### src/rtl/ifetch_queue_pkg.sv
// Shared definitions for the instruction-fetch queue: default widths,
// fetch FSM state encodings and a small sizing helper.
package ifetch_queue_pkg;

    localparam int IFQ_ADDR_W = 6;
    localparam int IFQ_DATA_W = 32;
    localparam int IFQ_DEPTH  = 4;

    typedef enum logic [1:0] {
        S_FETCH = 2'd0,
        S_STALL = 2'd1,
        S_DRAIN = 2'd2
    } fetch_state_t;

    // Occupancy counters need one extra bit so that "full" (== depth) fits.
    function automatic int count_width(input int depth);
        return $clog2(depth) + 1;
    endfunction

endpackage

### src/rtl/ifetch_queue_sync_fifo.sv
// Generic synchronous FIFO with flush and an occupancy count. Storage is
// cleared by reset only; flush just rewinds the pointers. The head entry is
// presented combinationally on pop_data.
module sync_fifo #(
    parameter int WIDTH = 38,
    parameter int DEPTH = 4
) (
    input  logic                     clk,
    input  logic                     rst,
    input  logic                     flush,
    input  logic                     push,
    input  logic [WIDTH-1:0]         push_data,
    input  logic                     pop,
    output logic [WIDTH-1:0]         pop_data,
    output logic                     empty,
    output logic [$clog2(DEPTH):0]   count
);

    localparam int PTR_W = $clog2(DEPTH);
    localparam int CNT_W = PTR_W + 1;

    logic [WIDTH-1:0] mem [DEPTH];
    logic [PTR_W-1:0] wr_ptr;
    logic [PTR_W-1:0] rd_ptr;
    logic             do_push;
    logic             do_pop;

    assign empty    = (count == '0);
    assign do_pop   = pop && !empty;
    assign do_push  = push && ((count != CNT_W'(DEPTH)) || do_pop);
    assign pop_data = mem[rd_ptr];

    // Pointer, count and storage update; flush empties without touching storage.
    always_ff @(posedge clk) begin
        if (!rst) begin
            for (int i = 0; i < DEPTH; i++) begin
                mem[i] <= '0;
            end
            wr_ptr <= '0;
            rd_ptr <= '0;
            count  <= '0;
        end else if (flush) begin
            wr_ptr <= '0;
            rd_ptr <= '0;
            count  <= '0;
        end else begin
            if (do_push) begin
                mem[wr_ptr] <= push_data;
                wr_ptr      <= wr_ptr + PTR_W'(1);
            end
            if (do_pop) begin
                rd_ptr <= rd_ptr + PTR_W'(1);
            end
            if (do_push && !do_pop) begin
                count <= count + CNT_W'(1);
            end else if (do_pop && !do_push) begin
                count <= count - CNT_W'(1);
            end
        end
    end

endmodule

### src/rtl/ifetch_queue.sv
// Instruction-fetch stage: owns the fetch pointer, issues one request at a
// time to instruction memory, and buffers returned {instr, addr} pairs for
// decode. A redirect flushes the buffer; a request already in flight at the
// time of a redirect is allowed to complete and its word is thrown away.
module ifetch_queue
    import ifetch_queue_pkg::*;
#(
    parameter int ADDR_W = IFQ_ADDR_W,
    parameter int DATA_W = IFQ_DATA_W,
    parameter int DEPTH  = IFQ_DEPTH
) (
    input  logic              clk,
    input  logic              rst,
    input  logic              redirect_valid,
    input  logic [ADDR_W-1:0] redirect_addr,
    output logic              mem_req,
    output logic [ADDR_W-1:0] mem_addr,
    input  logic              mem_ack,
    input  logic [DATA_W-1:0] mem_rdata,
    output logic              instr_valid,
    input  logic              instr_ready,
    output logic [DATA_W-1:0] instr_data,
    output logic [ADDR_W-1:0] instr_addr
);

    localparam int CNT_W   = count_width(DEPTH);
    localparam int ENTRY_W = DATA_W + ADDR_W;

    fetch_state_t       state;
    fetch_state_t       state_next;
    logic [ADDR_W-1:0]  fetch_ptr;
    logic [ADDR_W-1:0]  fetch_ptr_next;
    logic               req;
    logic               req_next;
    logic [ADDR_W-1:0]  req_addr;
    logic [ADDR_W-1:0]  req_addr_next;
    logic [CNT_W-1:0]   fifo_count;
    logic [CNT_W-1:0]   count_next;
    logic               fifo_empty;
    logic [ENTRY_W-1:0] head;
    logic               ack_hit;
    logic               still_pending;
    logic               discard;
    logic               push;
    logic               pop;

    // A redirect hides the head so decode cannot consume a word being flushed.
    assign instr_valid   = !fifo_empty && !redirect_valid;
    assign pop           = instr_valid && instr_ready;
    assign ack_hit       = req && mem_ack;
    assign still_pending = req && !mem_ack;
    assign discard       = redirect_valid || (state == S_DRAIN);
    assign push          = ack_hit && !discard;

    assign mem_req                  = req;
    assign mem_addr                 = req_addr;
    assign {instr_data, instr_addr} = head;

    sync_fifo #(
        .WIDTH (ENTRY_W),
        .DEPTH (DEPTH)
    ) u_fifo (
        .clk       (clk),
        .rst       (rst),
        .flush     (redirect_valid),
        .push      (push),
        .push_data ({mem_rdata, req_addr}),
        .pop       (pop),
        .pop_data  (head),
        .empty     (fifo_empty),
        .count     (fifo_count)
    );

    // Predict next-cycle occupancy so a new request is only issued into a free slot.
    always_comb begin
        count_next = fifo_count;
        if (redirect_valid) begin
            count_next = '0;
        end else if (push && !pop) begin
            count_next = fifo_count + CNT_W'(1);
        end else if (pop && !push) begin
            count_next = fifo_count - CNT_W'(1);
        end
    end

    // Fetch FSM next state, fetch pointer and the next request to present.
    always_comb begin
        state_next     = state;
        fetch_ptr_next = fetch_ptr;
        req_next       = 1'b0;
        req_addr_next  = req_addr;

        if (redirect_valid) begin
            fetch_ptr_next = redirect_addr;
        end else if (ack_hit && (state != S_DRAIN)) begin
            fetch_ptr_next = fetch_ptr + ADDR_W'(1);
        end

        case (state)
            S_DRAIN: begin
                if (ack_hit) begin
                    state_next = S_FETCH;
                end
            end
            default: begin
                if (redirect_valid && still_pending) begin
                    state_next = S_DRAIN;
                end else if (!still_pending && (count_next >= CNT_W'(DEPTH))) begin
                    state_next = S_STALL;
                end else begin
                    state_next = S_FETCH;
                end
            end
        endcase

        if (still_pending) begin
            req_next = 1'b1;
        end else if (state_next == S_FETCH) begin
            req_next      = 1'b1;
            req_addr_next = fetch_ptr_next;
        end
    end

    // FSM state register.
    always_ff @(posedge clk) begin
        if (!rst) begin
            state <= S_FETCH;
        end else begin
            state <= state_next;
        end
    end

    // Fetch pointer and the held request; a reset abandons any request in flight.
    always_ff @(posedge clk) begin
        if (!rst) begin
            fetch_ptr <= '0;
            req       <= 1'b0;
            req_addr  <= '0;
        end else begin
            fetch_ptr <= fetch_ptr_next;
            req       <= req_next;
            req_addr  <= req_addr_next;
        end
    end

endmodule
### config.mk
export PLATFORM = sky130hd
export DESIGN_NAME = ifetch_queue
export DESIGN_NICKNAME = d
export VERILOG_FILES = /design/src/rtl/ifetch_queue_pkg.sv /design/src/rtl/ifetch_queue_sync_fifo.sv /design/src/rtl/ifetch_queue.sv
export SDC_FILE = /design/constraint.sdc
export NUM_CORES = 1
export LEC_CHECK = 0
export BUFFER_PORTS_ARGS = -buffer_cell sky130_fd_sc_hd__buf_2
export CELL_PAD_IN_SITES_DETAIL_PLACEMENT = 1
export CELL_PAD_IN_SITES_GLOBAL_PLACEMENT = 1
export CORE_ASPECT_RATIO = 0.75
export CORE_MARGIN = 4
export CORE_UTILIZATION = 51
export CTS_BUF_LIST = sky130_fd_sc_hd__clkbuf_4 sky130_fd_sc_hd__clkbuf_8
export DETAILED_ROUTE_END_ITERATION = 7
export PLACE_DENSITY = 0.92
export SLEW_MARGIN = 5
export SYNTH_ARGS = -nofsm -noshare
export SYNTH_HDL_FRONTEND = slang
export SYNTH_SLANG_ARGS = --single-unit
### constraint.sdc
create_clock -name clk -period 5.5 [get_ports clk]
set_input_delay 0 -clock clk [delete_from_list [all_inputs] [get_ports clk]]
set_output_delay 0 -clock clk [all_outputs]
set_load 0.005 [all_outputs]
# Yosys cells after proc, flatten, opt, wreduce, memory -nomap -nowiden
# Memories as Yosys holds them, arrays and structs flattened. A register that Yosys moved wholly into a read port is not among the register bits.
# Cells that the tools add are included.
[totals]
mem_bits_ro = 0
latch_bits = 0
ff_bits = 22
input_bits = 43
word_cells = 73
mem_bits_rw = 152
out_inout_bits = 46
n_memories = 1
[classes]
div = 0
bitwise = 2
eq_ne = 3
add_sub_neg = 5
n_mux = 23
shifts = 0
n_reduce_logical = 31
mul = 0
n_lt_le_gt_ge = 1
[memory_table]
columns = ["memory", "depth", "word_bits", "rd", "rd_clocked_by_memory_dff", "write_ports", "line", "source"]
rows = [
  ["u_fifo.mem", 4, 38, 1, 1, 4, "ifetch_queue_sync_fifo.sv:22", "logic [WIDTH-1:0] mem [DEPTH];"],
]
[ops]
columns = ["op", "count"]
rows = [
  ["38-bit two-way mux", 1],
  ["38-bit OR reduction", 1],
  ["3-bit two-way mux", 5],
  ["1-bit logical AND", 14],
  ["2-bit two-way mux", 6],
  ["6-bit two-way mux", 2],
  ["1-bit zero test", 9],
  ["1-bit two-way mux", 9],
  ["6-bit by 1-bit adder with 6-bit output (second input constant)", 1],
  ["2-bit by 1-bit adder with 2-bit output (second input constant)", 2],
  ["3-bit by 1-bit adder with 3-bit output (second input constant)", 1],
  ["3-bit greater-or-equal comparator (second input constant)", 1],
  ["3-bit zero test", 1],
  ["3-bit != test (second input constant)", 1],
  ["3-bit by 1-bit subtractor with 3-bit output (second input constant)", 1],
  ["2-bit equality test (second input constant)", 1],
  ["2-bit zero test", 1],
  ["1-bit logical OR", 2],
  ["2-bit != test (second input constant)", 1],
  ["1-bit NOT", 2],
  ["2-bit AND reduction", 1],
  ["2-bit nonzero test", 1],
  ["2-bit OR reduction", 1],
]

# Depth between registers and ports, before layout
# Gate-level depths: netlist of run 1.
[logic_depth]
word_depth = 17
depth_mapped = 10

# By module
# From an unflattened synthesis of run 1, not the netlist that was laid out.
[unflattened]
hier_cells = 547
hier_area_um2 = 7557.2
[modules_own_cells]
columns = ["mod", "instances", "area_per_inst_um2", "cells_per_inst"]
rows = [
  ["sync_fifo", 1, 6785.3, 459],
  ["ifetch_queue", 1, 772.0, 88],
]

# Least setup slack after synthesis of run 1
# Ideal clock, no wire load.
[synth_path]
path_type = "register -> register"
startpoint = "register u_fifo.count[0]"
endpoint = "memory u_fifo.mem[1][0], enable pin"
path_buffers = 0
t_arrival_ps = 3840
path_stages_with_launch = 8
required_ps = 5014
period_less_slack_ps = 4326
setup_slack_ps = 1174
cell_sequence = "dfxtp_1 inv_1 ha_1 nand3b_1 nand3_1 nor2_1 nand2_1 o21ai_0"
[synth_lines]
columns = ["item", "line", "source"]
rows = [
  ["from (decl)", "ifetch_queue_sync_fifo.sv:16", "output logic [$clog2(DEPTH):0] count"],
  ["from (signal assigned)", "ifetch_queue_sync_fifo.sv:55", "count <= count + CNT_W'(1);"],
  ["from (signal assigned)", "ifetch_queue_sync_fifo.sv:57", "count <= count - CNT_W'(1);"],
  ["to (decl)", "ifetch_queue_sync_fifo.sv:22", ""],
]

==> metrics list, run 1 <==
* Final global-route overflow total: 0
- Clock latency on the worst-skew pair, taken at its later pin, is 0.46 ns.
- Post-layout power: 0.002574 W
* Synthesized area: 0.007762 mm^2
- For the final routed database, the setup TNS stands at 0 ns.
* Number of hold-slack violations in the final timing report: 0
- The number of nets in the synthesized netlist is 547.
* Setup crit start kind: flop
- Startpoint-to-endpoint class of the critical path: flop to flop
* Portion of the clock cycle consumed by the worst path in the final layout: 54.84%
* Slew headroom: 21.49%
- Synthesis instantiated 41 different standard cells from the library.
- Wire length of the first global-routing pass: 29.40 mm
- Average footprint of a synthesized cell: 15.56 um^2
* Most frequent standard cell in the layout excluding fill and tap cells: sky130_fd_sc_hd__and2_1
- Entering global routing, the biggest net connects 40 pins.
- Across the routed clock network, the largest skew measured is 0.01452 ns.
- Source of the worst register-to-register timing path: u_fifo.count[0]$_SDFFE_PP0P_
- Hold-critical path endpoint: fetch_ptr[4]$_SDFF_PN0_
- Fraction of final layout cells with drive strength greater than 1: 29.20%
* Number of setup violations in the final report: 0
* Critical hold path startpoint: rst
- Along the worst path, the maximum fanout reaches 39.
- Post-CTS repair changed the size of 0 cells.
- Static leakage: 3.533 nW
- Final #Nets: 672
* Placer congestion estimate: 0.7969
* Site row count: 38
* Hold Crit Depth: 2
* X dimension of the die: 150.5 um
- Number of top-level design ports: 89
* Register-to-register setup slack: 2.48 ns
* Class of the tightest hold or removal check: input pin to flop
- Count of nets left with antenna violations after detail routing: 0
- The floorplan step defined a die boundary enclosing 0.01728 mm^2.
- Number of DRC markers after the initial detailed-route iteration: 220
- R2R cell count: 7
* TritonCTS Sinks: 176
* Cell-by-cell trace of the critical path: inv_1 > ha_1 > nand3b_1 > nand3_1 > nor4_2 > buf_4 > nand2b_2
- WP data required: 5.58 ns
- Total wire length after detailed routing: 18.77 mm
- Setup repair after global routing missed its margin: no
* Drt wl/cell: 22.43 um
- Antenna violations before repair: 0
* CP max-delay cell: sky130_fd_sc_hd__nand2b_2
* Slowest cell delay on critical path: 0.93 ns
* TritonRoute pass-1 iters: 5
* Growth of design area from synthesis to finish: 18.07%
- After synthesis the netlist holds a flip-flop and latch count of 176.
- In this run the critical register-to-register path is captured at u_fifo.mem[0][11]$_SDFFCE_PN0P_.
* Largest buffer count on any clock path: 2
* TritonCTS clock tree: built
* H-tree depth: 4
* DRC errors left: 0
- VDD sags by at most 0.1681 mV.
- The number of global-route vias before repair came to 5098.
- Timing would allow up to 0.3316 GHz.
- Clock tree synthesis inserted a total of 17 buffers.
* Total track usage: 23.09%
* Vias: 4542
* Effective utilization at floorplan: 52.84%
- Ratio of routed vias to standard cells: 5.427
- Crit path arrival time: 3.09 ns
* Core footprint: 0.01469 mm^2
* Fin. max-slew vios: 0
- Fraction of the yosys area taken by sequential cells: 64.99%
- For the pin with the worst max-slew slack, the measured transition is 1.178 ns.
- The flow ran to the end, and the final reports show no timing, DRC or antenna violations.
- Cell Pwr Density: 280.8 mW/mm^2
* Clock Pin Slew Worst Setup and Hold Paths: 0.09 ns
* Element type at the critical path end: flop
* Maximum Capacitance Violations: 0
- Top library cells by usage in the layout, fill and taps aside: sky130_fd_sc_hd__and2_1 (159), sky130_fd_sc_hd__edfxtp_1 (152), sky130_fd_sc_hd__buf_2 (88)
* Diodes inserted: 0
- From bottom edge to top edge, the die measures 114.8 um.
* # port buffers: 88
* Tmin final: 3.016 ns
- The cell count after synthesis came out at 499.
- Total of warnings raised by yosys: 0
* Root buffer selected by CTS: sky130_fd_sc_hd__clkbuf_8
- Post-DP HPWL: 11.85 mm
-- routing by layer --
layer	GRT usage [%]	wire length, um	up-vias
met3	4.925	970	13
met1	30.02	7861	2342
met5	0	0	-
met4	4.570	124	0
li1	-	-	2058
met2	40.70	9816	129
-- final cells by class --
type	count	area, um^2
Clock inverter	15	120.1
Clock buffer	17	234.0
Sequential cell	176	5047
Multi-Input combinational cell	289	2595
Timing Repair Buffer	136	903.4
Tap cell	200	250.2
Fill cell	1387	5527
Inverter	4	15.01
-- flip-flops by register name, indices dropped and copies added (netlist names), named ones only --
signal / flops
u_fifo.mem: 152
mem_req: 1
fetch_ptr: 6
u_fifo.wr_ptr: 2
u_fifo.rd_ptr: 2
mem_addr: 6
u_fifo.count: 3
state: 2
-- through the flow --
step | utilization (%) | area [um^2] | instances | hold slack (ns) | worst slack, ns
3_3_place_gp | 57.18 | 8401 | 764 | 0.3111 | 2.662
6_report | 62.38 | 9165 | 837 | 0.03188 | 2.484
2_1_floorplan | - | 7762 | 499 | 0.1738 | 1.174
4_1_cts | 62.38 | 9165 | 837 | 0.001486 | 2.448
5_1_grt | 62.38 | 9165 | 837 | 0.03841 | 2.245
3_5_place_dp | 57.18 | 8401 | 764 | 0.3089 | 2.459
-- worst max-delay path, delay by kind of cell (launching register included) --
family	cells	cell delay, ns
AND/OR/NAND/NOR	4	1.50
flip-flops	1	0.39
buffers and inverters	2	0.48
adder cells (fa/ha/maj)	1	0.23
-- power breakdown --
group / total [W] / switching (W) / internal, W
combinational: 0.000213 / 0.000110 / 0.000104
clock: 0.000824 / 0.000472 / 0.000352
sequential: 0.00154 / 0.0000314 / 0.00151
-- timing repair --
action,CTS,global route
buffers inserted,0,0
hold endpoints to repair,137,0
hold buffers,41,0
-- cells in the mapped netlist (all sizes together) --
cell | number | area [um^2]
a21oi | 3 | 15.01
a22oi | 1 | 7.510
a41oi | 1 | 8.760
and2 | 161 | 1010
and3 | 2 | 12.51
buf | 9 | 71.31
clkbuf | 21 | 78.83
dfxtp | 24 | 480.5
edfxtp | 152 | 4564
ha | 5 | 62.56
inv | 4 | 15.01
mux2 | 7 | 101.4
mux2i | 1 | 10.01
mux4 | 38 | 855.8
nand2 | 5 | 21.27
nand2b | 3 | 18.77
nand3 | 2 | 10.01
nand3b | 1 | 7.510
nand4 | 3 | 18.77
nor2 | 14 | 60.06
nor2b | 4 | 27.53
nor3b | 1 | 12.51
nor4 | 2 | 12.51
o211a | 6 | 60.06
o21a | 1 | 7.510
o21ai | 5 | 25.02
or2b | 6 | 46.30
or3 | 4 | 26.28
or4b | 1 | 10.01
xnor2 | 6 | 52.55
xor2 | 6 | 52.55
-- worst max-delay path by stage --
stage / startpoint / endpoint / cells after the start
finish: u_fifo.count[0]$_SDFFE_PP0P_ / u_fifo.mem[0][11]$_SDFFCE_PN0P_ / 7
global route: u_fifo.count[0]$_SDFFE_PP0P_ / u_fifo.mem[0][3]$_SDFFCE_PN0P_ / 7
CTS: u_fifo.count[0]$_SDFFE_PP0P_ / u_fifo.mem[0][8]$_SDFFCE_PN0P_ / 7
detailed placement: u_fifo.count[0]$_SDFFE_PP0P_ / u_fifo.mem[0][34]$_SDFFCE_PN0P_ / 7
global placement: u_fifo.count[0]$_SDFFE_PP0P_ / u_fifo.mem[0][34]$_SDFFCE_PN0P_ / 7
floorplan: u_fifo.count[0]$_SDFFE_PP0P_ / u_fifo.mem[1][0]$_SDFFCE_PN0P_ / 7
-- kinds of logic after synthesis --
group	share of synthesized area, %
and+or+nand+nor	16.67
DFF	64.99
muxes	12.46
buffers and inverters	2.128
AOI/OAI and AO/OA	1.596
xor gates and xnor gates	1.354
adders and majority gates	0.8059
No activity file was read; power rests on OpenSTA's default activity.
==> run 2, diff against run 1 <==
--- a/config.mk
+++ b/config.mk
@@ -5,15 +5,16 @@
 export SDC_FILE = /design/constraint.sdc
 export NUM_CORES = 1
 export LEC_CHECK = 0
+export ABC_AREA = 1
 export BUFFER_PORTS_ARGS = -buffer_cell sky130_fd_sc_hd__buf_2
 export CELL_PAD_IN_SITES_DETAIL_PLACEMENT = 1
 export CELL_PAD_IN_SITES_GLOBAL_PLACEMENT = 1
 export CORE_ASPECT_RATIO = 0.75
 export CORE_MARGIN = 4
-export CORE_UTILIZATION = 51
+export CORE_UTILIZATION = 47
 export CTS_BUF_LIST = sky130_fd_sc_hd__clkbuf_4 sky130_fd_sc_hd__clkbuf_8
 export DETAILED_ROUTE_END_ITERATION = 7
-export PLACE_DENSITY = 0.92
+export PLACE_DENSITY = 0.91
 export SLEW_MARGIN = 5
 export SYNTH_ARGS = -nofsm -noshare
 export SYNTH_HDL_FRONTEND = slang
==> constraint.sdc (replaced) <==
create_clock -name clk -period 3 [get_ports clk]
set_input_delay 0 -clock clk [delete_from_list [all_inputs] [get_ports clk]]
set_output_delay 0 -clock clk [all_outputs]
set_load 0.005 [all_outputs]
==> metrics list, run 2 <==
- The share of total power dissipated in sequential elements is 57.1%.
* Combinational cell fraction of total power: 9.1%
- Entering global routing, the biggest net connects 77 pins.
- Height of the die: 118.9 um
* Psw: 0.001172 W
- The Yosys step of the flow raised 0 warnings.
* Tmin final: 2.391 ns
* WP data required: 3.09 ns
* Worst VDD drop: 0.2569 mV
- Final global-route overflow total: 0
* TritonCTS clock tree: built
- Of all cell types, the one taking the most synthesized area is sky130_fd_sc_hd__edfxtp_1.
* Worst slack at placement: 0.6255 ns
* Slew at the pin closest to its max-slew limit: 0.8354 ns
- Power comes to 0.004911 W.
* Fin. max-slew vios: 0
- TritonRoute pass-1 iters: 5
- R2R cell count: 10
- Slew headroom: 44.31%
* Drt wl/cell: 19.91 um
- Between clock sinks in the finished design, the worst skew comes to 0.01705 ns.
- Startpoint-to-endpoint class of the critical path: flop to flop
* Crit path arrival time: 2.48 ns
- The H-tree generated during clock tree synthesis spans 4 levels.
- Buffers inserted during clock tree synthesis total 17.
- The initial utilization of the core area, before any placement, comes to 47.99%.
- Number of top-level design ports: 89
* Average footprint of a synthesized cell: 10.23 um^2
* TritonCTS Sinks: 176
- The number of global-route vias before repair was 6524.
- Summed over all layers, the routed wires come to 21.82 mm.
* Clock Pin Slew Worst Setup and Hold Paths: 0.08 ns
- The total area inside the core boundary comes to 0.01607 mm^2.
* Class of the tightest hold or removal check: input pin to flop
- Post-CTS repair changed the size of 0 cells.
* Wire length of the first global-routing pass: 34.77 mm
- Peak Freq: 0.4182 GHz
- Hold Crit Depth: 4
* Slowest cell delay on critical path: 0.51 ns
- Most common flop cell mapped by yosys: sky130_fd_sc_hd__edfxtp_1
* Growth of design area from synthesis to finish: 19.44%
- Leaving out fill and tap cells, the most frequent cells in the layout are sky130_fd_sc_hd__nor2_1 (194), sky130_fd_sc_hd__edfxtp_1 (152), sky130_fd_sc_hd__buf_2 (88).
- CP max-delay cell: sky130_fd_sc_hd__buf_4
* Switching power share of the total: 23.86%
- Buffers inserted during post-CTS setup optimization: 0
- The repair_antennas step left the layout with diodes totalling 0.
- X dimension of the die: 155.9 um
* Proportion of synthesized flip-flops having asynchronous set or reset: 0%
- The clock passes through at most 2 buffers.
- The number of antenna violations at the first check in global routing was 0.
- Final cell area excluding filler cells: 0.009209 mm^2
- In this run, synthesis produced a sequential element count of 176.
- In this run the worst path has a maximum fanout of 38.
* Fraction of power consumed by the clock network: 33.8%
- Global routing consumed, over all layers together, 23.96% of the routing resources.
- Leaving out fill and tap cells, the most frequent cell in the layout is sky130_fd_sc_hd__nor2_1.
* Post-DP HPWL: 13.06 mm
* Fraction of the yosys area taken by sequential cells: 65.43%
* Register bank with the most flops: u_fifo.mem
* Maximum Capacitance Violations: 0
* Cell-by-cell trace of the critical path: inv_1 > ha_1 > nand2_2 > nand3_4 > nand3_1 > nand2_2 > inv_1 > nand2_1 > o21ai_4 > buf_4
* Portion of the clock cycle consumed by the worst path in the final layout: 79.72%
- Sequential standard cell area: 0.005046 mm^2
- # port buffers: 88
- The worst setup path is captured at a flop.
- Setup violations remaining at the end of the flow were counted as 0.
- Placer congestion estimate: 0.8063
- Summed over all failing endpoints, the final setup total negative slack is 0 ns.
- Leading post-synthesis cells by cell area: sky130_fd_sc_hd__edfxtp_1 (59%), sky130_fd_sc_hd__nor2_1 (9.4%), sky130_fd_sc_hd__dfxtp_1 (6.2%)
- Final hold analysis gives a worst-case slack of 0.04175 ns.
- Root buffer selected by CTS: sky130_fd_sc_hd__clkbuf_8
- Flip-flop count of the largest register after layout: 152
- Number of hold-slack violations in the final timing report: 0
- Fraction of final layout cells with drive strength greater than 1: 18.62%
* Site row count: 40
- Yosys cell types: 25
- In the routed design, unresolved DRC markers number 0.
- In the post-synthesis netlist, the cell with the most instances is sky130_fd_sc_hd__nor2_1.
* Count of nets left with antenna violations after detail routing: 0
* Family with the most delay on the worst path: buffers and inverters
- Combined area of the multi-input logic cells: 0.002233 mm^2
- Number of DRC markers after the initial detailed-route iteration: 530
- STA classifies the critical path startpoint as a flop.
- Fill cells: 1783
* Final #Nets: 922
- The later pin in the worst-skew pair is clocked with a latency of 0.46 ns.
- The analysis attributes to cell leakage a power of 3.733 nW.
- Nets in the synthesized netlist: 802
- Vias: 5996
- Setup repair after global routing missed its margin: no
- Synthesized area: 0.007710 mm^2
* Die area: 0.01854 mm^2
- After layout, the worst setup slack is 0.6085 ns.
- After detailed placement, the total cell area comes to 0.008361 mm^2.
- Cell Pwr Density: 533.3 mW/mm^2
* Most frequent cells after synthesis: sky130_fd_sc_hd__nor2_1 (194), sky130_fd_sc_hd__edfxtp_1 (152), sky130_fd_sc_hd__o21ai_0 (87)
- Number of synthesized flops with an enable pin: 152
- Internal power: 0.003739 W
- Together, buffers and inverters on the worst path number 3.
- After synthesis, the largest area contributor takes up 59.20% of total cell area.
* Outcome: finished, final reports clean
- Synth Instances: 754
* Ratio of routed vias to standard cells: 5.471
- Logic depth of the worst path, buffers included: 10
-- run 2: cell types whose count changed after synthesis, moves of 10 or more --
cell,delta
sky130_fd_sc_hd__nor2_1,+181
sky130_fd_sc_hd__mux4_2,-38
sky130_fd_sc_hd__a21oi_1,+13
sky130_fd_sc_hd__o22ai_1,+38
sky130_fd_sc_hd__nor3_1,+39
sky130_fd_sc_hd__o21ai_0,+82
sky130_fd_sc_hd__nand3_1,+11
sky130_fd_sc_hd__nand2_1,+35
sky130_fd_sc_hd__nor2_2,+20
sky130_fd_sc_hd__clkbuf_1,+10
sky130_fd_sc_hd__inv_1,+58
sky130_fd_sc_hd__and2_1,-159
-- run 2: kinds of logic (layout without fill, tap and decap cells) --
kind of cell	count (synthesis)	after routing	share of synthesized area, %
simple gates	312	312	17.06
flops	176	176	65.43
compound gates	143	143	9.964
buf+inv	112	244	6.021
fa+ha+maj	5	5	0.8114
xor+xnor	4	4	0.4544
mux	2	2	0.2597
-- run 2: per-stage QoR --
step	cells	utilization (%)
after floorplan	754	-
final	1096	57.32
after global routing	1096	57.32
after CTS	1096	57.32
after detailed placement	1019	52.04
after global placement	1019	52.04
-- run 2: cell type report --
type	count	area share (%)
Timing Repair Buffer	149	11.28
Tap cell	210	2.853
Clock inverter	13	1.590
Sequential cell	176	54.80
Inverter	64	2.609
Clock buffer	18	2.622
Multi-Input combinational cell	466	24.25
-- run 2: final timing paths --
kind / from / end / slack [ns]
max: u_fifo.count[0]$_SDFFE_PP0P_ / u_fifo.mem[3][16]$_DFFE_PP_ / 0.61
min reg2reg: u_fifo.rd_ptr[0]$_SDFFE_PP0N_ / u_fifo.rd_ptr[0]$_SDFFE_PP0N_ / 0.48
max reg2reg: u_fifo.count[0]$_SDFFE_PP0P_ / u_fifo.mem[3][16]$_DFFE_PP_ / 0.61
min: redirect_valid / fetch_ptr[3]$_SDFF_PN0_ / 0.04
-- run 2: metal layers --
| metal | up-vias | routed length [um] | part of all wire, % | track usage [%] |
|---|---|---|---|---|
| li1 | 2807 | - | - | - |
| met1 | 3008 | 9051 | 41 | 30.23 |
| met2 | 158 | 11490 | 53 | 42.71 |
| met3 | 23 | 1007 | 4.6 | 4.577 |
| met4 | 0 | 269 | 1.2 | 5.467 |
| met5 | - | 0 | 0 | 0 |
-- run 2: timing repair --
action,4_1_cts,5_1_grt
endpoints found under the setup margin,0,0
endpoints found under the hold margin,134,0
hold buffers,46,0
-- run 2: worst reg2reg max path, stage by stage, from the launching register on --
cell	delay [ns]
sky130_fd_sc_hd__dfxtp_1	0.33
sky130_fd_sc_hd__inv_1	0.08
sky130_fd_sc_hd__ha_1	0.26
sky130_fd_sc_hd__nand2_2	0.11
sky130_fd_sc_hd__nand3_4	0.11
sky130_fd_sc_hd__nand3_1	0.11
sky130_fd_sc_hd__nand2_2	0.10
sky130_fd_sc_hd__inv_1	0.11
sky130_fd_sc_hd__nand2_1	0.15
sky130_fd_sc_hd__o21ai_4	0.15
sky130_fd_sc_hd__buf_4	0.51
-- run 2: power by group through the flow --
stage / Sequential [W] / Clock [W] / Combinational, W
global placement: 0.00285 / 0 / 0.000380
floorplan: 0.00284 / 0 / 0.000226
detailed placement: 0.00286 / 0 / 0.000396
finish: 0.00280 / 0.00166 / 0.000447
CTS: 0.00280 / 0.00167 / 0.000446
global route: 0.00281 / 0.00178 / 0.000496
==> run 3, diff against run 2 <==
--- a/config.mk
+++ b/config.mk
@@ -11,10 +11,10 @@
 export CELL_PAD_IN_SITES_GLOBAL_PLACEMENT = 1
 export CORE_ASPECT_RATIO = 0.75
 export CORE_MARGIN = 4
-export CORE_UTILIZATION = 47
+export CORE_UTILIZATION = 43
 export CTS_BUF_LIST = sky130_fd_sc_hd__clkbuf_4 sky130_fd_sc_hd__clkbuf_8
 export DETAILED_ROUTE_END_ITERATION = 7
-export PLACE_DENSITY = 0.91
+export PLACE_DENSITY = 0.88
 export SLEW_MARGIN = 5
 export SYNTH_ARGS = -nofsm -noshare
 export SYNTH_HDL_FRONTEND = slang
==> constraint.sdc (replaced) <==
create_clock -name clk -period 1.9 [get_ports clk]
set_input_delay 0 -clock clk [delete_from_list [all_inputs] [get_ports clk]]
set_output_delay 0 -clock clk [all_outputs]
set_load 0.005 [all_outputs]
==> metrics list, run 3 (synthesis results as in run 2) <==
- Routability-driven placement finished with a final weighted congestion of 0.8099.
* Growth of design area from synthesis to finish: 26.03%
- Fraction of final layout cells with drive strength greater than 1: 23.09%
* Outcome: finished, final reports clean
- The multi-input combinational cells in the finished layout cover a total of 0.002380 mm^2.
- Detailed placement finished with a half-perimeter wire length of 14.10 mm.
- The number of max-slew violations in the final report was 0.
- Final standard cell count with taps included and fillers excluded: 1156
* Slew headroom: 69.66%
* Number of DRC markers after the initial detailed-route iteration: 465
* Number of setup violations in the final report: 0
* Final #Nets: 949
* Final global-route overflow total: 0
- STA classifies the critical path endpoint as a flop.
* X dimension of the die: 162.6 um
* Pin count of the biggest net entering global routing: 43
- Final worst slack: 0.02075 ns
- The register with the most flip-flops in the layout has 152 of them.
- The number of placed instances, taps included, is 1069.
- DRC errors left: 0
- The die covers 0.02016 mm^2.
- The final critical path takes up 98.91% of the cycle.
* Tmin final: 1.879 ns
- The count of nets left with antenna violations once routing finished came out at 0.
* Antenna violations before repair: 0
- Clock-pin slew was measured on the worst setup and hold paths at 0.10 ns.
- Fin util: 55.20%
* Class of the tightest hold or removal check: input pin to flop
- Based on the critical path, the design can be clocked at up to 0.5321 GHz.
* Vias: 6122
- Crit path arrival time: 2.19 ns
* Register bank with the most flops: u_fifo.mem
- The first global-routing pass estimated 35.10 mm of wire.
- Vias in the first global route: 6628
- Cell Pwr Density: 793.8 mW/mm^2
- Wires add up to 22.87 mm.
- The cell sitting at the root of the clock tree is a sky130_fd_sc_hd__clkbuf_8.
- 0 antenna diodes ended up in the layout.
* Ratio of routed vias to standard cells: 5.296
- The clock reaches the later pin of the worst-skew pair after 0.47 ns.
- Total track usage: 22.59%
- Input and output buffers added on the ports amount to 88.
- Number of top-level design ports: 89
- Slew at the pin closest to its max-slew limit: 0.4551 ns
- Setup repair after global routing missed its margin: yes
* TritonRoute pass-1 iters: 5
* Startpoint-to-endpoint class of the critical path: flop to flop
- Across the run, the number of max-cap violations was 0.
- Site row count: 42
* Core footprint: 0.01760 mm^2
* Drt wl/cell: 19.79 um
* Maximum net fanout on the critical path: 23
* TritonCTS Sinks: 176
* Setup crit start kind: flop
- For the worst setup path, the data required time is 2.21 ns.
- Register-to-register setup slack: 0.02 ns
- Leaving out fill and tap cells, the most frequent cell in the layout is sky130_fd_sc_hd__nor2_1.
- Prior to clock tree synthesis, the placed netlist has a worst setup slack of -0.04251 ns.
- The initial utilization of the core area, before any placement, comes to 43.80%.
* Final worst clock skew: 0.01819 ns
- The H-tree was split into 4 levels.
- Number of hold-slack violations in the final timing report: 0
- Static leakage: 3.951 nW
- Largest buffer count on any clock path: 2
* Height of the die: 124.0 um
* Sequential standard cell area: 0.005050 mm^2
- Counting the fill cells in the layout gives 1945.
- Top library cells by usage in the layout, fill and taps aside: sky130_fd_sc_hd__nor2_1 (191), sky130_fd_sc_hd__edfxtp_1 (152), sky130_fd_sc_hd__buf_2 (88)
- Worst VDD drop: 0.4339 mV
* CTS buffer count: 17
- TritonCTS clock tree: built
==> run 3: cell count changes in the layout (fill, tap and decap cells not counted), sizes merged <==
cell,change
clkinvlp,+2
dlygate4sd3,+1
nand2,+1
buf,+24
bufinv,-2
inv,+3
clkbuf,+2
clkinv,-3
==> run 3: timing repair <==
item,4_1_cts,5_1_grt
resized for setup,6,22
endpoints found under the hold margin,137,0
setup buffers,0,6
cloned,0,2
setup endpoints to repair,57,225
pin swaps,2,9
hold buffers,47,0
==> run 3: path summary, 6_finish.rpt <==
| kind | start | end | cells after the start |
|---|---|---|---|
| setup / recovery | u_fifo.count[1]$_SDFFE_PP0P_ | u_fifo.mem[2][19]$_SDFFCE_PN0P_ | 11 |
| hold / removal | redirect_valid | fetch_ptr[3]$_SDFF_PN0_ | 4 |
| setup reg to reg | u_fifo.count[1]$_SDFFE_PP0P_ | u_fifo.mem[2][19]$_SDFFCE_PN0P_ | 11 |
| hold reg to reg | u_fifo.rd_ptr[0]$_SDFFE_PP0N_ | flop | 2 |
==> run 3: metrics by stage <==
stage,power (W),instance area [um^2],hold WS (ns),setup TNS (ns)
6_report,0.007714,9717,0.08001,0
3_3_place_gp,0.005154,8688,0.2810,0
5_1_grt,0.007995,9717,0.08662,-2.777
3_5_place_dp,0.005195,8688,0.2942,-1.642
2_1_floorplan,0.004860,7820,0.1680,-16.31
4_1_cts,0.007704,9547,0.01078,0
==> run 3: final cells by class <==
| cell class | instances | share of cell area, % |
|---|---|---|
| Sequential cell | 176 | 51.97 |
| Multi-Input combinational cell | 467 | 24.49 |
| Timing Repair Buffer | 175 | 14.15 |
| Tap cell | 242 | 3.116 |
| Clock buffer | 19 | 2.562 |
| Inverter | 64 | 2.550 |
| Clock inverter | 13 | 1.159 |
==> run 3: where the power goes <==
group | internal [W] | total (W) | switching [W]
clock | 0.00106 | 0.00247 | 0.00141
combinational | 0.000333 | 0.000822 | 0.000489
sequential | 0.00435 | 0.00442 | 0.0000645
total | 0.00575 | 0.00771 | 0.00196
==> run 3: routing by layer <==
metal	routed length (um)	GRT usage, %
met5	0	0
met4	263	6.286
met3	1330	5.260
met2	11770	39.83
met1	9513	28.31
==> run 3: critical path, cell delays in order, from the launching register on <==
cell	delay [ns]
sky130_fd_sc_hd__dfxtp_2	0.35
sky130_fd_sc_hd__inv_2	0.05
sky130_fd_sc_hd__ha_4	0.17
sky130_fd_sc_hd__buf_4	0.14
sky130_fd_sc_hd__nand3_4	0.08
sky130_fd_sc_hd__nand2_4	0.06
sky130_fd_sc_hd__nor2_4	0.10
sky130_fd_sc_hd__inv_2	0.06
sky130_fd_sc_hd__nor2_4	0.17
sky130_fd_sc_hd__nand2_4	0.16
sky130_fd_sc_hd__buf_8	0.22
sky130_fd_sc_hd__nor2_1	0.16
